`src/rtl/jtdd_vtimer_pkg.sv`:
```
// Shared constants for the programmable video timer: register map and
// default geometry (384x272 total, 256x224 visible).
package jtdd_vtimer_pkg;

    localparam int REG_HEND     = 0;
    localparam int REG_HB_START = 1;
    localparam int REG_HB_END   = 2;
    localparam int REG_HS_START = 3;
    localparam int REG_HS_END   = 4;
    localparam int REG_VEND     = 5;
    localparam int REG_VB_START = 6;
    localparam int REG_VB_END   = 7;
    localparam int REG_VS_START = 8;
    localparam int REG_VS_END   = 9;
    localparam int REG_IRQ0     = 10;

    // number of shadowed geometry registers (indices 0..9)
    localparam int NGEO = 10;

    localparam int DEF_HW       = 9;
    localparam int DEF_VW       = 9;
    localparam int DEF_NIRQ     = 2;
    localparam int DEF_HEND     = 383;
    localparam int DEF_HB_START = 256;
    localparam int DEF_HB_END   = 0;
    localparam int DEF_HS_START = 296;
    localparam int DEF_HS_END   = 328;
    localparam int DEF_VEND     = 271;
    localparam int DEF_VB_START = 240;
    localparam int DEF_VB_END   = 16;
    localparam int DEF_VS_START = 250;
    localparam int DEF_VS_END   = 254;

endpackage

```
`src/rtl/jtdd_vtimer_irq.sv`:
```
// One raster interrupt channel: line compare at the start of each line,
// latched until acknowledged. A set in the same clk as an ack wins.
module jtdd_vtimer_irq #(
    parameter int VW = 9
) (
    input  logic          clk,
    input  logic          rst_n,
    input  logic          pxl_cen,
    input  logic          hzero,
    input  logic [VW-1:0] vdump,
    input  logic [VW-1:0] line,
    input  logic          ack,
    output logic          irq
);

    // set/clear latch, set has priority over ack
    always_ff @(posedge clk) begin
        if (!rst_n) begin
            irq <= 1'b0;
        end else if (pxl_cen && hzero && (vdump == line)) begin
            irq <= 1'b1;
        end else if (ack) begin
            irq <= 1'b0;
        end
    end

endmodule

```
`src/rtl/jtdd_vtimer_prog.sv`:
```
// Programmable video timing generator. Geometry registers are written into a
// pending copy and moved to the active copy at frame start, so a frame never
// sees a mix of old and new geometry. Strobes compare against the next
// counter value so their registered edges line up with hdump itself.
module jtdd_vtimer_prog
    import jtdd_vtimer_pkg::*;
#(
    parameter int HW       = DEF_HW,
    parameter int VW       = DEF_VW,
    parameter int NIRQ     = DEF_NIRQ,
    parameter int HEND     = DEF_HEND,
    parameter int HB_START = DEF_HB_START,
    parameter int HB_END   = DEF_HB_END,
    parameter int HS_START = DEF_HS_START,
    parameter int HS_END   = DEF_HS_END,
    parameter int VEND     = DEF_VEND,
    parameter int VB_START = DEF_VB_START,
    parameter int VB_END   = DEF_VB_END,
    parameter int VS_START = DEF_VS_START,
    parameter int VS_END   = DEF_VS_END
) (
    input  logic                             clk,
    input  logic                             rst_n,
    input  logic                             pxl_cen,
    input  logic                             cfg_we,
    input  logic [3:0]                       cfg_addr,
    input  logic [((HW > VW) ? HW : VW)-1:0] cfg_din,
    input  logic [NIRQ-1:0]                  irq_ack,
    output logic [HW-1:0]                    hdump,
    output logic [VW-1:0]                    vdump,
    output logic [VW-1:0]                    vrender,
    output logic                             LHBL,
    output logic                             LVBL,
    output logic                             HS,
    output logic                             VS,
    output logic [NIRQ-1:0]                  irq,
    output logic                             frame
);

    localparam int DW = (HW > VW) ? HW : VW;

    localparam logic [NGEO-1:0][DW-1:0] GEO_DEF = {
        DW'(VS_END), DW'(VS_START), DW'(VB_END), DW'(VB_START), DW'(VEND),
        DW'(HS_END), DW'(HS_START), DW'(HB_END), DW'(HB_START), DW'(HEND)
    };

    logic [NGEO-1:0][DW-1:0] pend, pend_nx, act, act_nx;
    logic [NIRQ-1:0][VW-1:0] irq_line;

    logic [HW-1:0] a_hend, n_hb_start, n_hb_end, n_hs_start, n_hs_end;
    logic [VW-1:0] a_vend, n_vend, n_vb_start, n_vb_end, n_vs_start, n_vs_end;

    logic          h_wrap, v_wrap, frame_start;
    logic [HW-1:0] hdump_nx;
    logic [VW-1:0] vdump_nx, vrender_nx;
    logic          lhbl_nx, lvbl_nx, hs_nx, vs_nx;

    assign a_hend     = act[REG_HEND][HW-1:0];
    assign a_vend     = act[REG_VEND][VW-1:0];
    assign n_hb_start = act_nx[REG_HB_START][HW-1:0];
    assign n_hb_end   = act_nx[REG_HB_END][HW-1:0];
    assign n_hs_start = act_nx[REG_HS_START][HW-1:0];
    assign n_hs_end   = act_nx[REG_HS_END][HW-1:0];
    assign n_vend     = act_nx[REG_VEND][VW-1:0];
    assign n_vb_start = act_nx[REG_VB_START][VW-1:0];
    assign n_vb_end   = act_nx[REG_VB_END][VW-1:0];
    assign n_vs_start = act_nx[REG_VS_START][VW-1:0];
    assign n_vs_end   = act_nx[REG_VS_END][VW-1:0];

    // next counter/strobe values; a write in the reload clk joins the reload
    always_comb begin
        pend_nx = pend;
        if (cfg_we && (cfg_addr < 4'(NGEO))) begin
            pend_nx[cfg_addr] = cfg_din;
        end

        h_wrap      = (hdump == a_hend);
        v_wrap      = (vdump == a_vend);
        frame_start = pxl_cen && h_wrap && v_wrap;
        act_nx      = frame_start ? pend_nx : act;

        hdump_nx = h_wrap ? '0 : hdump + 1'b1;
        vdump_nx = vdump;
        if (h_wrap) begin
            vdump_nx = v_wrap ? '0 : vdump + 1'b1;
        end
        vrender_nx = (vdump_nx == n_vend) ? '0 : vdump_nx + 1'b1;

        // later assignment has priority: equal start/end leaves LHBL high
        lhbl_nx = LHBL;
        if (hdump_nx == n_hb_start) lhbl_nx = 1'b0;
        if (hdump_nx == n_hb_end)   lhbl_nx = 1'b1;

        lvbl_nx = LVBL;
        if (hdump_nx == n_hb_start) begin
            if (vdump_nx == n_vb_start) lvbl_nx = 1'b0;
            if (vdump_nx == n_vb_end)   lvbl_nx = 1'b1;
        end

        hs_nx = HS;
        if (hdump_nx == n_hs_end)   hs_nx = 1'b0;
        if (hdump_nx == n_hs_start) hs_nx = 1'b1;

        vs_nx = VS;
        if (hdump_nx == n_hs_start) begin
            if (vdump_nx == n_vs_end)   vs_nx = 1'b0;
            if (vdump_nx == n_vs_start) vs_nx = 1'b1;
        end
    end

    // registers: config writes land every clk, timing advances on pxl_cen
    always_ff @(posedge clk) begin
        if (!rst_n) begin
            pend     <= GEO_DEF;
            act      <= GEO_DEF;
            irq_line <= {NIRQ{VW'(VB_START)}};
            hdump    <= '0;
            vdump    <= '0;
            vrender  <= VW'(1);
            LHBL     <= 1'b0;
            LVBL     <= 1'b0;
            HS       <= 1'b0;
            VS       <= 1'b0;
            frame    <= 1'b0;
        end else begin
            pend <= pend_nx;
            act  <= act_nx;
            for (int i = 0; i < NIRQ; i++) begin
                if (cfg_we && (cfg_addr == 4'(REG_IRQ0 + i))) begin
                    irq_line[i] <= cfg_din[VW-1:0];
                end
            end
            if (pxl_cen) begin
                hdump   <= hdump_nx;
                vdump   <= vdump_nx;
                vrender <= vrender_nx;
                LHBL    <= lhbl_nx;
                LVBL    <= lvbl_nx;
                HS      <= hs_nx;
                VS      <= vs_nx;
                if (frame_start) frame <= ~frame;
            end
        end
    end

    for (genvar i = 0; i < NIRQ; i++) begin : g_irq
        jtdd_vtimer_irq #(.VW(VW)) u_irq (
            .clk     (clk),
            .rst_n   (rst_n),
            .pxl_cen (pxl_cen),
            .hzero   (hdump == '0),
            .vdump   (vdump),
            .line    (irq_line[i]),
            .ack     (irq_ack[i]),
            .irq     (irq[i])
        );
    end

endmodule
```
`config.mk`:
```
export PLATFORM = sky130hd
export DESIGN_NAME = jtdd_vtimer_prog
export DESIGN_NICKNAME = d
export VERILOG_FILES = /design/src/rtl/jtdd_vtimer_pkg.sv /design/src/rtl/jtdd_vtimer_irq.sv /design/src/rtl/jtdd_vtimer_prog.sv
export SDC_FILE = /design/constraint.sdc
export NUM_CORES = 1
export LEC_CHECK = 0
export ABC_CLOCK_PERIOD_IN_PS = 3600
export BUFFER_PORTS_ARGS = -buffer_cell sky130_fd_sc_hd__buf_2
export CAP_MARGIN = 30
export CORE_MARGIN = 1
export CORE_UTILIZATION = 35
export DETAILED_ROUTE_END_ITERATION = 12
export PLACE_DENSITY = 0.48
export SYNTH_ARGS = -nofsm -noshare
export SYNTH_HDL_FRONTEND = slang
export SYNTH_HIERARCHICAL = 1
export SYNTH_SLANG_ARGS = --single-unit
```
`constraint.sdc`:
```
create_clock -name clk -period 3.6 [get_ports clk]
set_clock_uncertainty 0.05 [all_clocks]
set_input_delay 0 -clock clk [delete_from_list [all_inputs] [get_ports clk]]
set_output_delay 0 -clock clk [all_outputs]
set_load 0.05 [all_outputs]
```
Yosys cells after proc, flatten, opt, wreduce, memory -nomap -nowiden
Cells that the tools add are included.

word-level totals
  bits in registers = 232
  input bits = 19
  output and inout bits = 34
  word-level logic and storage cells = 96

operators by class
  add/sub/neg operators = 3
  $lt $le $gt $ge = 3
  equality and inequality tests = 15
  multiplexer cells = 21
  bitwise gates (word level) = 1
  reduce and logical (&&, ||, !) cells = 21

operator list
  kind                 count
  $mux 90              2
  $eq 9x9->1           13
  $bwmux 90            1
  $mux 9               5
  $demux 9 s4          1
  $add 9x1->9 const B  3
  $mux 1               12
  $reduce_bool 2->1    6
  $logic_and 1x1->1    9
  $logic_not 9->1      1
  $eq 4x4->1 const B   2
  $reduce_and 2->1     3
  $reduce_and 3->1     2
  $lt 4x5->1 const B   1
  $ge 4x1->1 const B   1
  $lt 4x4->1 const B   1
  $not 1->1            1

Longest topological paths before layout
  depth after elaboration = 10
  depth in mapped cells = 14
  gate-level depth less buffers = 12

Cells and area by module
The synthesis kept the hierarchy.

modules (own cells, without submodules)
  module            times used  cells an instance  area an instance (µm²)
  jtdd_vtimer_prog  1           1196               10691.5
  jtdd_vtimer_irq   2           16                 135.1

Worst setup path after synthesis
OpenSTA, ideal clock, no wires.

  path kind = register to register
  from = reg vdump[2]
  to = reg vrender[0]
  arrival = 3443 ps
  path slack = -15 ps
  stages on the path, launching flop included = 11
  path buffers = 1
  clock period less this slack = 3615 ps
  cells stage by stage = dfxtp_1 xor2_1 or4_4 nor3_4 buf_6 o21ai_0 a22oi_2 xor2_1 nor4_1 nand3_2 a311o_1

on the way
  longest elaborated chain between the ends = 5

ends and longest elaborated chain
  what                                         line                                            text
  start, declared                              jtdd_vtimer_prog.sv:30                          output logic [VW-1:0] vdump,
  start signal, assigned                       jtdd_vtimer_prog.sv:135                         vdump <= vdump_nx;
  $eq 9x9->1 or $add 9x1->9 (tied branches)    jtdd_vtimer_prog.sv:78, jtdd_vtimer_prog.sv:85
  $mux 9 or $logic_and 1x1->1 (tied branches)  jtdd_vtimer_prog.sv:85, jtdd_vtimer_prog.sv:79
  $mux 9 or $mux 90 (tied branches)            jtdd_vtimer_prog.sv:84, jtdd_vtimer_prog.sv:80
  $add 9x1->9 or $eq 9x9->1 (tied branches)    jtdd_vtimer_prog.sv:87                          vrender_nx = (vdump_nx == n_vend) ? '0 : vdump_nx + 1'b1;
  $mux 9 *                                     jtdd_vtimer_prog.sv:87
  end signal, assigned                         jtdd_vtimer_prog.sv:136                         vrender <= vrender_nx;
  end, declared                                jtdd_vtimer_prog.sv:31                          output logic [VW-1:0] vrender,

Every way passes the cells marked *; elsewhere a longest branch is shown, timed or not.
A chain may end at the register's enable or synchronous reset.

Worst setup path after layout
  from = reg vdump[2]
  to = reg HS

on the way
  longest elaborated chain between the ends = 6

ends and longest elaborated chain
  what                           line                                              text
  $eq 9x9->1 *                   jtdd_vtimer_prog.sv:78                            v_wrap = (vdump == a_vend);
  $logic_and 1x1->1 *            jtdd_vtimer_prog.sv:79                            frame_start = pxl_cen && h_wrap && v_wrap;
  $mux 90 *                      jtdd_vtimer_prog.sv:80                            act_nx = frame_start ? pend_nx : act;
  $eq 9x9->1 (on tied branches)  jtdd_vtimer_prog.sv:101, jtdd_vtimer_prog.sv:102
  $reduce_bool 2->1 (no line)    n/a
  $reduce_and 2->1 (no line)     n/a
  end signal, assigned           jtdd_vtimer_prog.sv:139                           HS <= hs_nx;
  end, declared                  jtdd_vtimer_prog.sv:34                            output logic HS,

Marks and branches as above.

==> flow_summary.toml <==
[sta]
slew_viol_final = 0
rsz0062_at_grt = "no"
fin_crit_ns = 3.39
setup_violations = 0
hold_viol = 0
fin_ws_ns = 0.211
fmax_ghz = 0.295
tightestPinTransition_ns = 0.970
fin_crit_sh_pct = 94.1
slew_headroom_pct = 35.1
finalSetupTns_ns = 0

[cts]
numCtsBuffers = 26
cts.clk_slew.worst_paths_ns = 0.07
clock-root-buffer = "clkbuf_16"
cts_sinks = 232
cts_tree = "yes"
cts_max_path_buffers = 3
clk_latency_ns = 0.53
cts-htree-levels = 1

[detailed_routing]
drt-initial-drc-count = 608
drtPass1Iterations = 5
drc = 0
routed-via-count = 9058
drt-wirelength-per-cell_um = 20.0
antenna_left = 0
routed_wl_mm = 34.6
viasPerCell = 5.24

[cells_and_area]
fin_nets = 1336
diodes = 0
drive_above_1_share_pct = 18.3
postLayoutCoreUtil_pct = 42.4
ff_latch_area_um2 = 4650
multi_input_area_um2 = 5850
nFillCells = 3078
area_delta_synth_final_pct = 18.5

[place]
gp_congestion = 0.882
hpwl_mm = 23.7
portBuffers = 52
pre_cts_ws_ns = 0.0543

[yosys]
synth_common_cells = "dfxtp_1 (232), nor2_1 (165), nand2_1 (120), mux2i_1 (106), xnor2_1 (77)"
netlist_instances = 1228
synth_warnings = 6
synth.top_cells.by_area = "dfxtp_1 (42%), mux2i_1 (9.7%), xnor2_1 (6.2%), nor2_1 (5.7%), mux2_2 (4.3%)"
synthXorXnorAreaFrac_pct = 8.47
synthSimpleGateAreaFrac_pct = 19.2
ys.flop_type = "dfxtp_1"
synth_top_area_share_pct = 42.4
syn-num-nets = 1251
synth_compound_area_share_pct = 11.0
yosysSeqAreaShare_pct = 42.4
synth_edf_count = 0
synth_top_family_by_area = "simple AND/OR/NAND/NOR gates"
synth.distinct_cells = 75
synth_area_per_cell_um2 = 8.93
syn_area_um2 = 11000
ys_ff_latch = 232
synthMostInstantiatedCell = "dfxtp_1"
synth_area_leader_cell = "dfxtp_1"
synthMuxAreaShare_pct = 14.0
async_reset_ff_share_pct = 0
yosys.area_share.adder_pct = 0.457

[floorplanning]
core_um2 = 30700
die_h_um = 179
start_util_pct = 35.7
dieArea_um2 = 32000
ios = 53
fp-row-count = 64
die_w_um = 179

[critical_path]
required_ns = 3.94
cp_max_fo = 14
slowest_delay_ns = 0.60
cp_data_arrival_time_ns = 3.73
worstPathBufferInverterCount = 2
slowest_stage = "or4_4"
setup.worst_path.end_class = "flip-flop"
path_cells = "xor2_1, or4_4, nor3_4, nand3_4, buf_4, buf_4, a21oi_4, xnor2_1, or4_1, o41ai_2, a21oi_1"
startpoint_type = "flip-flop"
cp_top_family = "simple AND/OR/NAND/NOR gates"
critPathKind = "flip-flop to flip-flop"
rrSetupSlack_ns = 0.21
cp_common_cell = "buf_4"

[power]
pwr_density_cell_nw_per_um2 = 442
leakage_nw = 5.27
peakVddDrop_uv = 304

[worst_hold_path]
min_path_type = "input port to flip-flop"

[global_routing]
antenna_found_initial = 0
grt_max_degree = 71
grt_pass1_vias = 8455
grt_usage_pct = 21.6
grt_pass1_wl_mm = 51.6
overflow = 0

[status]
outcome = "completed"

[flow_run]
maxCapViolations = 0
[sequential cells by signal (all words and copies together) (netlist names)]
signal / cells
pend: 90
act: 72
irq_line: 18
a_hend: 9
a_vend: 9
hdump: 9
vdump: 9
vrender: 9
g_irq.u_irq/irq: 2
HS: 1
LHBL: 1
LVBL: 1
VS: 1
frame: 1
[layout make-up]
cell class | count | share of cell area [%]
inverter | 31 | 0.915
clock inverter | 8 | 0.713
tap | 396 | 3.81
multi-input combinational | 879 | 45.1
timing repair buffer | 143 | 7.90
clock buffer | 39 | 5.85
sequential | 232 | 35.8
[placed cells by master (no fill, tap or decap), drive strengths merged, types with 9 or more instances in the layout]
cell type    instances
nor3                29
nor4                12
dlygate4sd3         17
xnor2               77
nor2               167
a21oi               44
nand2b              10
nand3               24
nand2              120
inv                 30
a211oi              20
xor2                29
mux2i              106
clkbuf              39
and2                20
buf                126
dfxtp              232
nand4               15
o21ai               37
or2                 12
o211ai              17
and3                 9
mux2                42
[through the flow]
step | area, um2 | std cells | hold WS, ns | power [mW]
finish | 13000 | 1728 | 0.0986 | 5.75
CTS | 13000 | 1725 | 0.0893 | 5.82
global route | 13000 | 1728 | 0.127 | 5.95
detailed placement | 11900 | 1661 | 0.252 | 3.13
floorplan | 11000 | 1228 | 0.0935 | 2.96
global placement | 11900 | 1661 | 0.248 | 3.13
[layer usage]
| layer | vias to the layer above | share of wire (%) | track usage, % |
|---|---|---|---|
| met5 | - | 0 | 0 |
| met4 | 0 | 2.1 | 5.54 |
| met3 | 49 | 4.8 | 2.59 |
| met2 | 232 | 46 | 35.2 |
| met1 | 4371 | 47 | 30.0 |
| li1 | 4406 | - | - |
[final timing paths]
check | startpoint | endpoint | cells past startpoint
worst max-delay path | vdump[2] | HS | 11
worst max register to register | vdump[2] | HS | 11
worst min-delay path | cfg_we | pend[60] | 5
worst min register to register | vrender[6] | vrender[6] | 1
[kinds of logic (layout without fill, tap and decap cells)]
group / Yosys count / in the layout
adders and majority gates: 4 / 4
AOI/OAI and AO/OA: 177 / 177
DFF: 232 / 232
xor gates and xnor gates: 106 / 106
and+or+nand+nor: 444 / 444
muxes: 148 / 148
buffers and inverters: 117 / 221
[repair_timing]
item	CTS	global route
gates resized for setup	0	3
setup endpoints to repair	0	12
buffers inserted	0	3
hold buffers	17	0
hold endpoints to repair	52	0
[report_power, final]
part / switching (mW) / total [mW] / internal (mW)
clock: 1.06 / 2.66 / 1.60
combinational: 0.315 / 0.479 / 0.164
sequential: 0.0151 / 2.61 / 2.60
[worst reg2reg max path: cells and delay by family (launching register included)]
family,cells,cell delay (ns)
buffers and inverters,2,0.42
AND/OR/NAND/NOR,4,1.53
flip-flops,1,0.32
XOR/XNOR,2,0.27
AO/OA/AOI/OAI,3,0.67
(Power assumes the default switching activity.)
